## config.mk

```make
export PLATFORM = sky130hd
export DESIGN_NAME = pipeline_hazard_ctrl_flat
export DESIGN_NICKNAME = d
export VERILOG_FILES = /design/src/rtl/pipeline_hazard_ctrl_if.sv /design/src/rtl/pipeline_hazard_ctrl.sv /design/src/flat_wrapper.sv
export SDC_FILE = /design/constraint.sdc
export NUM_CORES = 1
export LEC_CHECK = 0
export ABC_AREA = 1
export BUFFER_PORTS_ARGS = -buffer_cell sky130_fd_sc_hd__buf_4
export CAP_MARGIN = 20
export CORE_ASPECT_RATIO = 1.1
export CORE_MARGIN = 2
export CORE_UTILIZATION = 50
export DETAILED_ROUTE_END_ITERATION = 8
export PLACE_DENSITY = 0.74
export SKIP_CTS_REPAIR_TIMING = 1
export SYNTH_ARGS = -nofsm -noshare
export SYNTH_HDL_FRONTEND = slang
export SYNTH_SLANG_ARGS = --single-unit
```

## constraint.sdc

```tcl
create_clock -name clk -period 3.3 [get_ports clk]
set_input_delay 0 -clock clk [delete_from_list [all_inputs] [get_ports clk]]
set_output_delay 0 -clock clk [all_outputs]
set_load 0.01 [all_outputs]
```

## src/rtl/pipeline_hazard_ctrl_if.sv

```systemverilog
// Hazard-control bundle between the five-stage pipeline and its stall/flush
// sequencer. The slave side is the sequencer; the master side is the pipeline.
interface pipeline_hazard_ctrl_if #(
   parameter int CNT_W = 32
);
   logic [4:0]       id_rs1;
   logic [4:0]       id_rs2;
   logic             id_use_rs1;
   logic             id_use_rs2;
   logic [4:0]       exe_rd;
   logic             exe_wr_en;
   logic             exe_is_load;
   logic             exe_is_div;
   logic             exe_redirect;
   logic             mem_wait;
   logic             div_done;
   logic             pc_en;
   logic             ifid_stall;
   logic             idexe_stall;
   logic             exemem_stall;
   logic             memwb_stall;
   logic             ifid_flush;
   logic             idexe_flush;
   logic             exemem_flush;
   logic             memwb_flush;
   logic             div_start;
   logic             div_timeout;
   logic [CNT_W-1:0] stall_cnt;
   logic [CNT_W-1:0] redirect_cnt;

   modport slave (
      input  id_rs1, id_rs2, id_use_rs1, id_use_rs2, exe_rd, exe_wr_en,
             exe_is_load, exe_is_div, exe_redirect, mem_wait, div_done,
      output pc_en, ifid_stall, idexe_stall, exemem_stall, memwb_stall,
             ifid_flush, idexe_flush, exemem_flush, memwb_flush,
             div_start, div_timeout, stall_cnt, redirect_cnt
   );

   modport master (
      output id_rs1, id_rs2, id_use_rs1, id_use_rs2, exe_rd, exe_wr_en,
             exe_is_load, exe_is_div, exe_redirect, mem_wait, div_done,
      input  pc_en, ifid_stall, idexe_stall, exemem_stall, memwb_stall,
             ifid_flush, idexe_flush, exemem_flush, memwb_flush,
             div_start, div_timeout, stall_cnt, redirect_cnt
   );
endinterface

```

## src/rtl/pipeline_hazard_ctrl.sv

```systemverilog
// Central stall/flush sequencer for the five-stage pipeline: load-use bubbles,
// divider start/done sequencing with timeout, redirect flushes and data-memory
// wait states, plus stall and redirect performance counters.
module pipeline_hazard_ctrl #(
   parameter int DIV_TIMEOUT = 64,
   parameter int CNT_W       = 32
) (
   input logic                   clk,
   input logic                   nrst,
   pipeline_hazard_ctrl_if.slave hz
);
   localparam int              DC_W     = (DIV_TIMEOUT > 1) ? $clog2(DIV_TIMEOUT) : 1;
   localparam logic [DC_W-1:0] DIV_LAST = DC_W'(DIV_TIMEOUT - 1);

   typedef enum logic {RUN, DIV_BUSY} state_t;

   state_t           state, state_nxt;
   logic [DC_W-1:0]  div_cnt, div_cnt_nxt;
   logic             done_pend, done_pend_nxt;
   logic             timeout_set;
   logic             redirect_acc;
   logic             load_use;
   logic             div_timeout;
   logic [CNT_W-1:0] stall_cnt;
   logic [CNT_W-1:0] redirect_cnt;

   logic pc_en, div_start;
   logic ifid_stall, idexe_stall, exemem_stall, memwb_stall;
   logic ifid_flush, idexe_flush, exemem_flush, memwb_flush;

   assign load_use = hz.exe_is_load & hz.exe_wr_en & (hz.exe_rd != 5'd0) &
                     ((hz.id_use_rs1 & (hz.id_rs1 == hz.exe_rd)) |
                      (hz.id_use_rs2 & (hz.id_rs2 == hz.exe_rd)));

   // Next-state and control outputs, resolved in priority order:
   // reset, mem_wait, divider, redirect, load-use, none.
   always_comb begin
      state_nxt     = state;
      div_cnt_nxt   = div_cnt;
      done_pend_nxt = done_pend;
      timeout_set   = 1'b0;
      redirect_acc  = 1'b0;
      pc_en         = 1'b1;
      div_start     = 1'b0;
      ifid_stall    = 1'b0;
      idexe_stall   = 1'b0;
      exemem_stall  = 1'b0;
      memwb_stall   = 1'b0;
      ifid_flush    = 1'b0;
      idexe_flush   = 1'b0;
      exemem_flush  = 1'b0;
      memwb_flush   = 1'b0;

      if (!nrst) begin
         pc_en        = 1'b0;
         ifid_flush   = 1'b1;
         idexe_flush  = 1'b1;
         exemem_flush = 1'b1;
         memwb_flush  = 1'b1;
      end else if (hz.mem_wait) begin
         // Freeze everything up to EXE/MEM; WB drains into bubbles. Redirect
         // and load-use inputs persist because EXE is frozen.
         pc_en        = 1'b0;
         ifid_stall   = 1'b1;
         idexe_stall  = 1'b1;
         exemem_stall = 1'b1;
         memwb_flush  = 1'b1;
         if (state == DIV_BUSY) begin
            // The timeout clock keeps running; it saturates so the release
            // happens on the first cycle the wait lifts.
            if (div_cnt != DIV_LAST)
               div_cnt_nxt = div_cnt + DC_W'(1);
            if (hz.div_done)
               done_pend_nxt = 1'b1;
         end
      end else if (state == DIV_BUSY) begin
         if (hz.div_done | done_pend | (div_cnt == DIV_LAST)) begin
            // Release: all stalls drop so EXE/MEM captures the result.
            state_nxt     = RUN;
            done_pend_nxt = 1'b0;
            timeout_set   = ~(hz.div_done | done_pend);
         end else begin
            pc_en        = 1'b0;
            ifid_stall   = 1'b1;
            idexe_stall  = 1'b1;
            exemem_stall = 1'b1;
            memwb_flush  = 1'b1;
            div_cnt_nxt  = div_cnt + DC_W'(1);
         end
      end else if (hz.exe_is_div) begin
         div_start    = 1'b1;
         pc_en        = 1'b0;
         ifid_stall   = 1'b1;
         idexe_stall  = 1'b1;
         exemem_stall = 1'b1;
         state_nxt    = DIV_BUSY;
         div_cnt_nxt  = '0;
      end else if (hz.exe_redirect) begin
         // Redirect wins over load-use: the ID instruction is on the wrong path.
         ifid_flush   = 1'b1;
         idexe_flush  = 1'b1;
         redirect_acc = 1'b1;
      end else if (load_use) begin
         pc_en       = 1'b0;
         ifid_stall  = 1'b1;
         idexe_flush = 1'b1;
      end
   end

   // FSM state, divider cycle counter, pending-done and sticky timeout flag.
   always_ff @(posedge clk or negedge nrst) begin
      if (!nrst) begin
         state       <= RUN;
         div_cnt     <= '0;
         done_pend   <= 1'b0;
         div_timeout <= 1'b0;
      end else begin
         state     <= state_nxt;
         div_cnt   <= div_cnt_nxt;
         done_pend <= done_pend_nxt;
         if (timeout_set)
            div_timeout <= 1'b1;
      end
   end

   // Performance counters, wrapping at their width.
   always_ff @(posedge clk or negedge nrst) begin
      if (!nrst) begin
         stall_cnt    <= '0;
         redirect_cnt <= '0;
      end else begin
         if (!pc_en)
            stall_cnt <= stall_cnt + CNT_W'(1);
         if (redirect_acc)
            redirect_cnt <= redirect_cnt + CNT_W'(1);
      end
   end

   assign hz.pc_en        = pc_en;
   assign hz.div_start    = div_start;
   assign hz.ifid_stall   = ifid_stall;
   assign hz.idexe_stall  = idexe_stall;
   assign hz.exemem_stall = exemem_stall;
   assign hz.memwb_stall  = memwb_stall;
   assign hz.ifid_flush   = ifid_flush;
   assign hz.idexe_flush  = idexe_flush;
   assign hz.exemem_flush = exemem_flush;
   assign hz.memwb_flush  = memwb_flush;
   assign hz.div_timeout  = div_timeout;
   assign hz.stall_cnt    = stall_cnt;
   assign hz.redirect_cnt = redirect_cnt;
endmodule

```

## src/flat_wrapper.sv

```systemverilog
// flat-port wrapper written by rule: the top's interface ports become plain ports
module pipeline_hazard_ctrl_flat 
#(
   parameter int DIV_TIMEOUT = 64,
   parameter int CNT_W       = 32
)
  (clk, nrst, hz_id_rs1, hz_id_rs2, hz_id_use_rs1, hz_id_use_rs2, hz_exe_rd, hz_exe_wr_en, hz_exe_is_load, hz_exe_is_div, hz_exe_redirect, hz_mem_wait, hz_div_done, hz_pc_en, hz_ifid_stall, hz_idexe_stall, hz_exemem_stall, hz_memwb_stall, hz_ifid_flush, hz_idexe_flush, hz_exemem_flush, hz_memwb_flush, hz_div_start, hz_div_timeout, hz_stall_cnt, hz_redirect_cnt);
  pipeline_hazard_ctrl_if #(.CNT_W(CNT_W)) hz_i ();
  input logic clk;
  input logic nrst;
  input wire logic [$bits(hz_i.id_rs1)-1:0] hz_id_rs1;
  input wire logic [$bits(hz_i.id_rs2)-1:0] hz_id_rs2;
  input wire logic [$bits(hz_i.id_use_rs1)-1:0] hz_id_use_rs1;
  input wire logic [$bits(hz_i.id_use_rs2)-1:0] hz_id_use_rs2;
  input wire logic [$bits(hz_i.exe_rd)-1:0] hz_exe_rd;
  input wire logic [$bits(hz_i.exe_wr_en)-1:0] hz_exe_wr_en;
  input wire logic [$bits(hz_i.exe_is_load)-1:0] hz_exe_is_load;
  input wire logic [$bits(hz_i.exe_is_div)-1:0] hz_exe_is_div;
  input wire logic [$bits(hz_i.exe_redirect)-1:0] hz_exe_redirect;
  input wire logic [$bits(hz_i.mem_wait)-1:0] hz_mem_wait;
  input wire logic [$bits(hz_i.div_done)-1:0] hz_div_done;
  output wire logic [$bits(hz_i.pc_en)-1:0] hz_pc_en;
  output wire logic [$bits(hz_i.ifid_stall)-1:0] hz_ifid_stall;
  output wire logic [$bits(hz_i.idexe_stall)-1:0] hz_idexe_stall;
  output wire logic [$bits(hz_i.exemem_stall)-1:0] hz_exemem_stall;
  output wire logic [$bits(hz_i.memwb_stall)-1:0] hz_memwb_stall;
  output wire logic [$bits(hz_i.ifid_flush)-1:0] hz_ifid_flush;
  output wire logic [$bits(hz_i.idexe_flush)-1:0] hz_idexe_flush;
  output wire logic [$bits(hz_i.exemem_flush)-1:0] hz_exemem_flush;
  output wire logic [$bits(hz_i.memwb_flush)-1:0] hz_memwb_flush;
  output wire logic [$bits(hz_i.div_start)-1:0] hz_div_start;
  output wire logic [$bits(hz_i.div_timeout)-1:0] hz_div_timeout;
  output wire logic [$bits(hz_i.stall_cnt)-1:0] hz_stall_cnt;
  output wire logic [$bits(hz_i.redirect_cnt)-1:0] hz_redirect_cnt;
  assign hz_i.id_rs1 = hz_id_rs1;
  assign hz_i.id_rs2 = hz_id_rs2;
  assign hz_i.id_use_rs1 = hz_id_use_rs1;
  assign hz_i.id_use_rs2 = hz_id_use_rs2;
  assign hz_i.exe_rd = hz_exe_rd;
  assign hz_i.exe_wr_en = hz_exe_wr_en;
  assign hz_i.exe_is_load = hz_exe_is_load;
  assign hz_i.exe_is_div = hz_exe_is_div;
  assign hz_i.exe_redirect = hz_exe_redirect;
  assign hz_i.mem_wait = hz_mem_wait;
  assign hz_i.div_done = hz_div_done;
  assign hz_pc_en = hz_i.pc_en;
  assign hz_ifid_stall = hz_i.ifid_stall;
  assign hz_idexe_stall = hz_i.idexe_stall;
  assign hz_exemem_stall = hz_i.exemem_stall;
  assign hz_memwb_stall = hz_i.memwb_stall;
  assign hz_ifid_flush = hz_i.ifid_flush;
  assign hz_idexe_flush = hz_i.idexe_flush;
  assign hz_exemem_flush = hz_i.exemem_flush;
  assign hz_memwb_flush = hz_i.memwb_flush;
  assign hz_div_start = hz_i.div_start;
  assign hz_div_timeout = hz_i.div_timeout;
  assign hz_stall_cnt = hz_i.stall_cnt;
  assign hz_redirect_cnt = hz_i.redirect_cnt;
  pipeline_hazard_ctrl #(.DIV_TIMEOUT(DIV_TIMEOUT), .CNT_W(CNT_W)) u_core (.clk(clk), .nrst(nrst), .hz(hz_i));
endmodule
```

==> results.toml, run 1 <==
[status]
outcome = "finished, violations left"
violations = "negative hold slack"

[global_routing]
grt_max_degree = 75
grt_pass1_vias = 4465
met2_usage_pct = 41.0
grt_pass1_wl_um = 20500
use_met1_pct = 29.5
gr-max-usage-layer = "met2"
grt-ovfl-total = 0
met3_usage_pct = 4.50
grt_usage_pct = 23.8
antenna_found_initial = 0

[sta]
setup_viol = 0
worst_pin_slew_ns = 0.933
hold_slack_ns = -0.0716
finalWorstSetupSlack_ns = 0.894
rsz0062_at_grt = "no"
slew_viol_final = 0
max_freq_mhz = 416
hold_violations = 72
fin_skew_ns = 0.0141
fin_tns_setup_ns = 0
maxSlewHeadroom_pct = 37.8
fin_crit_ns = 2.41
min_period_over_period_pct = 72.9

[detailed_routing]
wl_per_cell_um = 13.6
drtIter0Drc = 268
drtAntennaViolNets = 0
viasPerCell = 5.15
wirelength_um = 12000
dr.pass1.iters = 5
drc = 0
num_vias = 4564

[final_layout]
layout_common_cells = "226 x nand2_1, 99 x buf_4, 73 x dfrtp_1"
drive_above_1_share_pct = 20.2
layout.nets = 793
final_common_cell = "nand2_1"
antennaDiodeCount = 0
syn_to_final_growth_pct = 20.5

[yosys]
synth_cell_types = 36
synthCells = 668
ys_ff_latch = 73
synthesis.nets = 696
syn-cell-area_mm2 = 0.00481
synth_area_per_cell_um2 = 7.20
ys.flop_type = "dfrtp_1"
yosysSeqAreaShare_pct = 38.0
synth_edf_count = 0
async_reset_ff_share_pct = 100
synth_warnings = 0

[floorplan]
rows = 37
core_area_mm2 = 0.00935
pin_count = 100
chipWidth_um = 97.5
die_area_mm2 = 0.0104
start_util_pct = 51.5
die_y_um = 107

[setup_path]
cp_max_fo = 34
critPathLaunchType = "register"
endpoint_kind = "output port"
rr_startpoint = "u_core.div_cnt[0]"
reg2reg_to = "u_core.hz.stall_cnt[6]"
crit_type = "reg2out"
cp.arrival_ns = 2.41
cp.required_ns = 3.30
rr_worst_depth = 10
reg2reg_slack_ns = 1.17

[clock_network]
cts_tree = "done"
cts.root.buffer_cell = "clkbuf_8"
clk_pin_slew_ns = 0.08
clockBufferDepth = 2
cts_buffers = 9
clock-sinks = 73
cts_max_level = 3
clock_latency_ns = 0.35

[place]
io_buffer_count = 98
place_hpwl_um = 9010
place_ws_ns = 1.17
gp_congestion = 0.939

[hold_path]
hold_path_class = "in2async"

[pwr]
p_leak_uw = 0.00303
powerDensity_mw_per_mm2 = 448
vdd_drop_max_mv = 0.395

[job]
drv_cap = 0
layer usage:
metal / share of wire [%] / wire length, um / up-vias
met3: 4.1 / 497 / 27
met1: 43 / 5200 / 2146
met4: 2.7 / 322 / 0
met5: 0 / 0 / -
met2: 50 / 6000 / 115
li1: - / - / 2276
metrics by stage:
stage	utilization [%]	cell area [um^2]	instances	total power, uW	hold WS, ns
2_1_floorplan	-	4810	668	1620	-0.296
3_3_place_gp	59.9	5600	870	1890	0.311
3_5_place_dp	59.9	5600	870	1920	0.317
4_1_cts	61.9	5790	885	2600	-0.0392
5_1_grt	62.0	5800	886	2760	0.0253
6_report	62.0	5800	886	2600	-0.0716
cells in the mapped netlist, types with 2 or more instances:
cell type | n | share of area, %
nand3b_1 | 2 | 0.31
buf_2 | 5 | 0.52
nor3_1 | 24 | 2.5
inv_2 | 8 | 0.62
xor2_1 | 36 | 6.6
nand2_1 | 226 | 18
nand4_1 | 9 | 1.2
nand3_2 | 7 | 1.5
o21ai_0 | 16 | 1.7
buf_4 | 5 | 0.78
ha_1 | 3 | 0.78
nand3_4 | 2 | 0.73
nor2_4 | 6 | 1.4
o211ai_1 | 2 | 0.31
nor3_2 | 5 | 1.0
inv_1 | 67 | 5.2
nand2_2 | 6 | 0.78
xnor2_1 | 20 | 3.6
dfrtp_1 | 73 | 38
nand3_1 | 59 | 6.1
buf_6 | 3 | 0.70
nor2_1 | 65 | 5.1
a21oi_1 | 5 | 0.52
nor2_2 | 2 | 0.26
critical path: stages, from the launching register on:
cell and delay (ns):
dfrtp_1 0.38, ha_1 0.22, nand3_2 0.10, nor2_1 0.10, nand2_1 0.12, nand3_2 0.10, nand2_2 0.10, nor2_8 0.39
nand2_4 0.30, inv_1 0.13, buf_4 0.12
power by group:
part           internal [uW]  switching, uW
clock                    345            342
sequential              1020            176
combinational            299            412
total                   1670            930
final cells by class:
class / instances / area [um^2]
Fill cell: 843 / 3550
Sequential cell: 73 / 1830
Clock buffer: 10 / 128
Timing Repair Buffer: 100 / 753
Inverter: 76 / 287
Tap cell: 117 / 146
Multi-Input combinational cell: 505 / 2600
Clock inverter: 5 / 57.6
state kept, by name (all words and copies together) (netlist names):
| register | count |
|---|---|
| u_core.hz.redirect_cnt | 32 |
| u_core.hz.stall_cnt | 32 |
| u_core.div_cnt | 6 |
| u_core.done_pend | 1 |
| u_core.hz.div_timeout | 1 |
| u_core.state | 1 |
logic make-up after synthesis:
| family | count (synthesis) | share of synthesized area [%] |
|---|---|---|
| AO/OA/AOI/OAI | 26 | 2.91 |
| XOR/XNOR | 56 | 10.2 |
| adder cells (fa/ha/maj) | 3 | 0.780 |
| buffers and inverters | 90 | 8.03 |
| flip-flops | 73 | 38.0 |
| other | 1 | 0.0779 |
| AND/OR/NAND/NOR | 419 | 40.0 |
how the worst max path moves through the flow:
stage,startpoint,to,slack (ns),cells past startpoint
2_1_floorplan,u_core.hz.stall_cnt[1],u_core.hz.stall_cnt[26],1.75,9
3_3_place_gp,u_core.div_cnt[0],u_core.hz.stall_cnt[31],1.27,10
3_5_place_dp,u_core.div_cnt[0],u_core.hz.stall_cnt[6],1.17,10
4_1_cts,u_core.div_cnt[0],hz_pc_en,0.88,10
5_1_grt,u_core.div_cnt[0],hz_pc_en,0.62,10
6_report,u_core.div_cnt[0],hz_pc_en,0.89,10
Note: power is estimated with default switching activity, not from simulation.
==> run 2: changes to the inputs <==
Settings changed: ABC_AREA 1 to 0, PLACE_DENSITY 0.74 to 0.77.
Clock period 3.3 ns to 2.22 ns, I/O delays scaled along.
==> results.toml, run 2 <==
[status]
outcome = "finished, violations left"
violations = "negative hold slack"

[floorplan]
die_area_mm2 = 0.00784
chipWidth_um = 84.6
die_y_um = 92.7
start_util_pct = 51.3
core_area_mm2 = 0.00697
pin_count = 100
rows = 32

[place]
gp_congestion = 0.801
io_buffer_count = 98
placed_area_mm2 = 0.00442
place_hpwl_um = 5640
place_ws_ns = 0.0241

[global_routing]
grt_max_degree = 77
grt_usage_pct = 21.6
grt_pass1_vias = 2805
antenna_found_initial = 0
grt_pass1_wl_um = 13600
grt-ovfl-total = 0

[sta]
setup_viol = 0
finalWorstSetupSlack_ns = 0.104
slew_viol_final = 0
hold_violations = 74
worst_pin_slew_ns = 0.918
hold_slack_ns = -0.0923
fin_skew_ns = 0.0132
rsz0062_at_grt = "yes"
fin_crit_ns = 2.12
fin_tns_setup_ns = 0
maxSlewHeadroom_pct = 38.8
max_freq_mhz = 473
min_period_over_period_pct = 95.3

[final_layout]
syn_to_final_growth_pct = 31.7
stdcell_area_mm2 = 0.00470
final_common_cell = "buf_4"
layout.nets = 478
layout_common_cells = "104 x buf_4, 73 x dfrtp_1, 42 x xnor2_1"
top_regs = "u_core.hz.redirect_cnt (32), u_core.hz.stall_cnt (32), u_core.div_cnt (6)"
drive_above_1_share_pct = 30.1
antennaDiodeCount = 0
post-route-util_pct = 67.5

[detailed_routing]
dr.pass1.iters = 4
wirelength_um = 8080
num_vias = 3018
drtAntennaViolNets = 0
viasPerCell = 5.59
drc = 0
wl_per_cell_um = 15.0
drtIter0Drc = 148

[clock_network]
clock_latency_ns = 0.35
cts_buffers = 9
clock-sinks = 73
cts_max_level = 3
clockBufferDepth = 2
clk_pin_slew_ns = 0.08
cts.root.buffer_cell = "clkbuf_8"
cts_tree = "done"

[yosys]
ys_ff_latch = 73
yosysMostFrequentCell = "dfrtp_1"
yosys.area.top_type = "dfrtp_1"
synthesis.nets = 371
synthTopCellsByArea = "dfrtp_1 51%, xnor2_1 10%, xor2_1 8.3%"
yosysSeqAreaShare_pct = 51.1
async_reset_ff_share_pct = 100
synth_warnings = 0
ys.flop_type = "dfrtp_1"
synth_top_cell_area_share_pct = 51.1
synth_edf_count = 0
synthCells = 343
synth.cells.most_frequent = "73 x dfrtp_1, 42 x xnor2_1, 36 x nand2_1"
synth_cell_types = 40
syn-cell-area_mm2 = 0.00357
synth_area_per_cell_um2 = 10.4

[job]
drv_cap = 0

[setup_path]
reg2reg_to = "u_core.hz.stall_cnt[20]"
rr_worst_depth = 9
cp.required_ns = 2.49
endpoint_kind = "register"
rr_startpoint = "u_core.div_cnt[0]"
crit_type = "reg2reg"
cp.arrival_ns = 2.39
cp_max_fo = 33
reg2reg_slack_ns = 0.10
critPathLaunchType = "register"

[pwr]
vdd_drop_max_mv = 0.551
p_leak_uw = 0.00215
powerDensity_mw_per_mm2 = 762

[hold_path]
hold_path_class = "in2async"
[run 2: cell count changes after synthesis, moves of 6 or more]
cell and delta:
nand2_1 -190, inv_1 -58, nor2_1 -45, nand3_1 -37, xnor2_1 +22, o21ai_0 -15, nor3_1 -14, nor4_1 +14
and3_1 +13, inv_2 -7, nand3_2 -7, nand2_2 -6, nand4_1 +6, nor2_4 -6
[run 2: per-layer routing]
| metal | vias to the layer above | wire length, um | global-route usage, % |
|---|---|---|---|
| met2 | 116 | 3910 | 34.4 |
| met1 | 1485 | 3510 | 29.4 |
| met4 | 0 | 122 | 8.73 |
| li1 | 1402 | - | - |
| met5 | - | 0 | 0 |
| met3 | 15 | 536 | 3.57 |
[run 2: final cells by class]
| type | instances | area (um^2) |
|---|---|---|
| fill | 551 | 2260 |
| sequential | 73 | 1830 |
| multi-input combinational | 250 | 1720 |
| timing repair buffer | 106 | 811 |
| clock buffer | 12 | 155 |
| tap | 85 | 106 |
| clock inverter | 4 | 51.3 |
| inverter | 10 | 37.5 |
[run 2: critical path, stage by stage (launching register included)]
cell      delay (ns)
dfrtp_1         0.41
ha_1            0.22
and3_1          0.19
nand3_1         0.14
nand2_1         0.11
o21ai_2         0.20
a21oi_4         0.05
buf_12          0.18
nor4bb_1        0.34
xor2_1          0.19
[run 2: where the power goes]
group | switching, uW | total, uW | internal [uW]
Combinational | 390 | 801 | 411
Clock | 499 | 1080 | 581
Sequential | 200 | 1700 | 1500
Total | 1090 | 3580 | 2490
[run 2: worst max path at each step]
stage,from,end
finish,u_core.div_cnt[0],u_core.hz.stall_cnt[20]
global route,u_core.div_cnt[0],u_core.hz.stall_cnt[14]
CTS,u_core.div_cnt[0],u_core.hz.stall_cnt[21]
detailed placement,u_core.div_cnt[0],u_core.hz.stall_cnt[21]
global placement,u_core.hz.redirect_cnt[0],u_core.hz.redirect_cnt[30]
floorplan,u_core.div_cnt[0],u_core.hz.stall_cnt[24]
[run 2: cell families after synthesis]
group,synth area share (%)
simple gates,22.3
xor+xnor,18.6
flops,51.1
buf+inv,2.63
compound gates,3.22
fa+ha+maj,1.05
mux,0.946
other cells,0.105
[run 2: through the flow]
step / std cells / total power, uW
2_1_floorplan: 343 / 2120
3_3_place_gp: 523 / 2500
3_5_place_dp: 523 / 2520
4_1_cts: 539 / 3600
5_1_grt: 540 / 3790
6_report: 540 / 3580
==> run 3: changes to the inputs <==
Settings changed: BUFFER_PORTS_ARGS -buffer_cell sky130_fd_sc_hd__buf_4 to not set, DONT_BUFFER_PORTS set to 1, PLACE_DENSITY 0.77 to not set.
==> results.toml, run 3 (synthesis gave the netlist of run 2 again) <==
[sta]
min_period_over_period_pct = 93.8
finalWorstSetupSlack_ns = 0.137
max_freq_mhz = 480
worst_pin_slew_ns = 0.708
fin_tns_setup_ns = 0
fin_crit_ns = 2.08
hold_slack_ns = -0.00775
fin_skew_ns = 0.00833
hold_violations = 1
setup_viol = 0
slew_viol_final = 0
maxSlewHeadroom_pct = 52.2

[detailed_routing]
drtAntennaViolNets = 0
wl_per_cell_um = 16.9
dr.pass1.iters = 4
wirelength_um = 7860
viasPerCell = 5.68
drtIter0Drc = 91
num_vias = 2642
drc = 0

[global_routing]
grt_usage_pct = 20.5
antenna_found_initial = 0
grt_max_degree = 79
grt-ovfl-total = 0
grt_pass1_wl_um = 12700
grt_pass1_vias = 2644

[final_layout]
layout.nets = 403
drive_above_1_share_pct = 13.2
final_cells = 465
syn_to_final_growth_pct = 17.0
final_common_cell = "dfrtp_1"
multi_input_comb_area_mm2 = 0.00167
stdcell_area_mm2 = 0.00418
seq_area_mm2 = 0.00183
fillCellCount = 612
antennaDiodeCount = 0
post-route-util_pct = 60.0
layout_common_cells = "73 x dfrtp_1, 42 x xnor2_1, 36 x nand2_1"
top_regs = "u_core.hz.redirect_cnt (32), u_core.hz.stall_cnt (32), u_core.div_cnt (6)"

[setup_path]
timing.critical_path.cells = "ha_1, and3_1, nand3_1, nand2_1, o21ai_2, a21oi_4, buf_12, nor4_1, xor2_1"
critPathSlowestCell = "dfrtp_1"
endpoint_kind = "register"
critPathLaunchType = "register"
cp_max_fo = 33
cp.required_ns = 2.50
slowest_delay_ns = 0.41
crit_type = "reg2reg"
cp.arrival_ns = 2.36

[pwr]
powerDensity_mw_per_mm2 = 868
vdd_drop_max_mv = 0.409
p_leak_uw = 0.00179

[floorplan]
rows = 32
core_area_mm2 = 0.00697
die_y_um = 92.7
start_util_pct = 51.3
chipWidth_um = 84.6
die_area_mm2 = 0.00784
pin_count = 100

[status]
outcome = "finished, violations left"
violations = "negative hold slack"

[clock_network]
clockBufferDepth = 2
clock_latency_ns = 0.35
cts_max_level = 3
cts.root.buffer_cell = "clkbuf_8"
clock-sinks = 73
clk_pin_slew_ns = 0.08
cts_tree = "done"
cts_buffers = 9

[place]
placed_area_mm2 = 0.00381
place_hpwl_um = 5370
io_buffer_count = 0
place_ws_ns = 0.0954
gp_congestion = 0.825
dp_cells = 441

[job]
drv_cap = 0

[hold_path]
hold_path_class = "in2reg"
-- run 3: cell types whose count changed in the layout (fill, tap and decap cells not counted), moves of 2 or more --
cell,change
buf_4,-82
bufinv_16,+2
nor4_1,+5
nor4_2,-5
dlygate4sd3_1,+6
-- run 3: critical path: cells and delay by family (launching register included) --
kind | cells | cell delay (ns)
AOI/OAI and AO/OA | 2 | 0.26
buffers and inverters | 1 | 0.17
adders and majority gates | 1 | 0.21
xor gates and xnor gates | 1 | 0.17
DFF | 1 | 0.41
and+or+nand+nor | 4 | 0.77
-- run 3: power by group --
group	switching, uW	leakage, uW	total, uW	internal (uW)
Sequential	259	0.000925	1760	1500
Combinational	296	0.000746	567	271
Clock	521	0.000123	1300	781
-- run 3: area by class of cell --
cell class / instances / share of cell area (%)
flip-flops and latches: 73 / 43.7
multi-input cells: 250 / 40.0
repair buffers: 31 / 6.76
clock buffers: 10 / 3.29
clock inverters: 6 / 2.75
well taps: 85 / 2.54
inverters: 10 / 0.898
-- run 3: worst paths after layout --
check	start	to	slack, ns	cells past startpoint
max	u_core.div_cnt[0]	u_core.hz.stall_cnt[22]	0.14	9
min reg2reg	u_core.hz.stall_cnt[31]	u_core.hz.stall_cnt[31]	0.53	1
max in group asynchronous	nrst	u_core.hz.redirect_cnt[26]	1.72	2
min	nrst	u_core.hz.redirect_cnt[1]	-0.008	2
max reg2reg	u_core.div_cnt[0]	u_core.hz.stall_cnt[22]	0.14	9
min in group asynchronous	nrst	u_core.div_cnt[5]	0.18	2
-- run 3: through the flow --
step / hold slack (ns) / total power [uW]
global route: 0.00165 / 3850
floorplan: -0.296 / 2120
finish: -0.00775 / 3630
CTS: -0.684 / 3610
global placement: -0.293 / 2280
detailed placement: -0.293 / 2300
-- run 3: layer usage --
layer  up-vias  share of wire, %  routed length [um]  global-route usage [%]
met4         0               1.7                 136                    8.73
met5         -                 0                   0                       0
met3        12               6.6                 516                    6.77
li1       1250                 -                   -                       -
met1      1304                41                3230                    25.3
met2        76                51                3970                    33.0
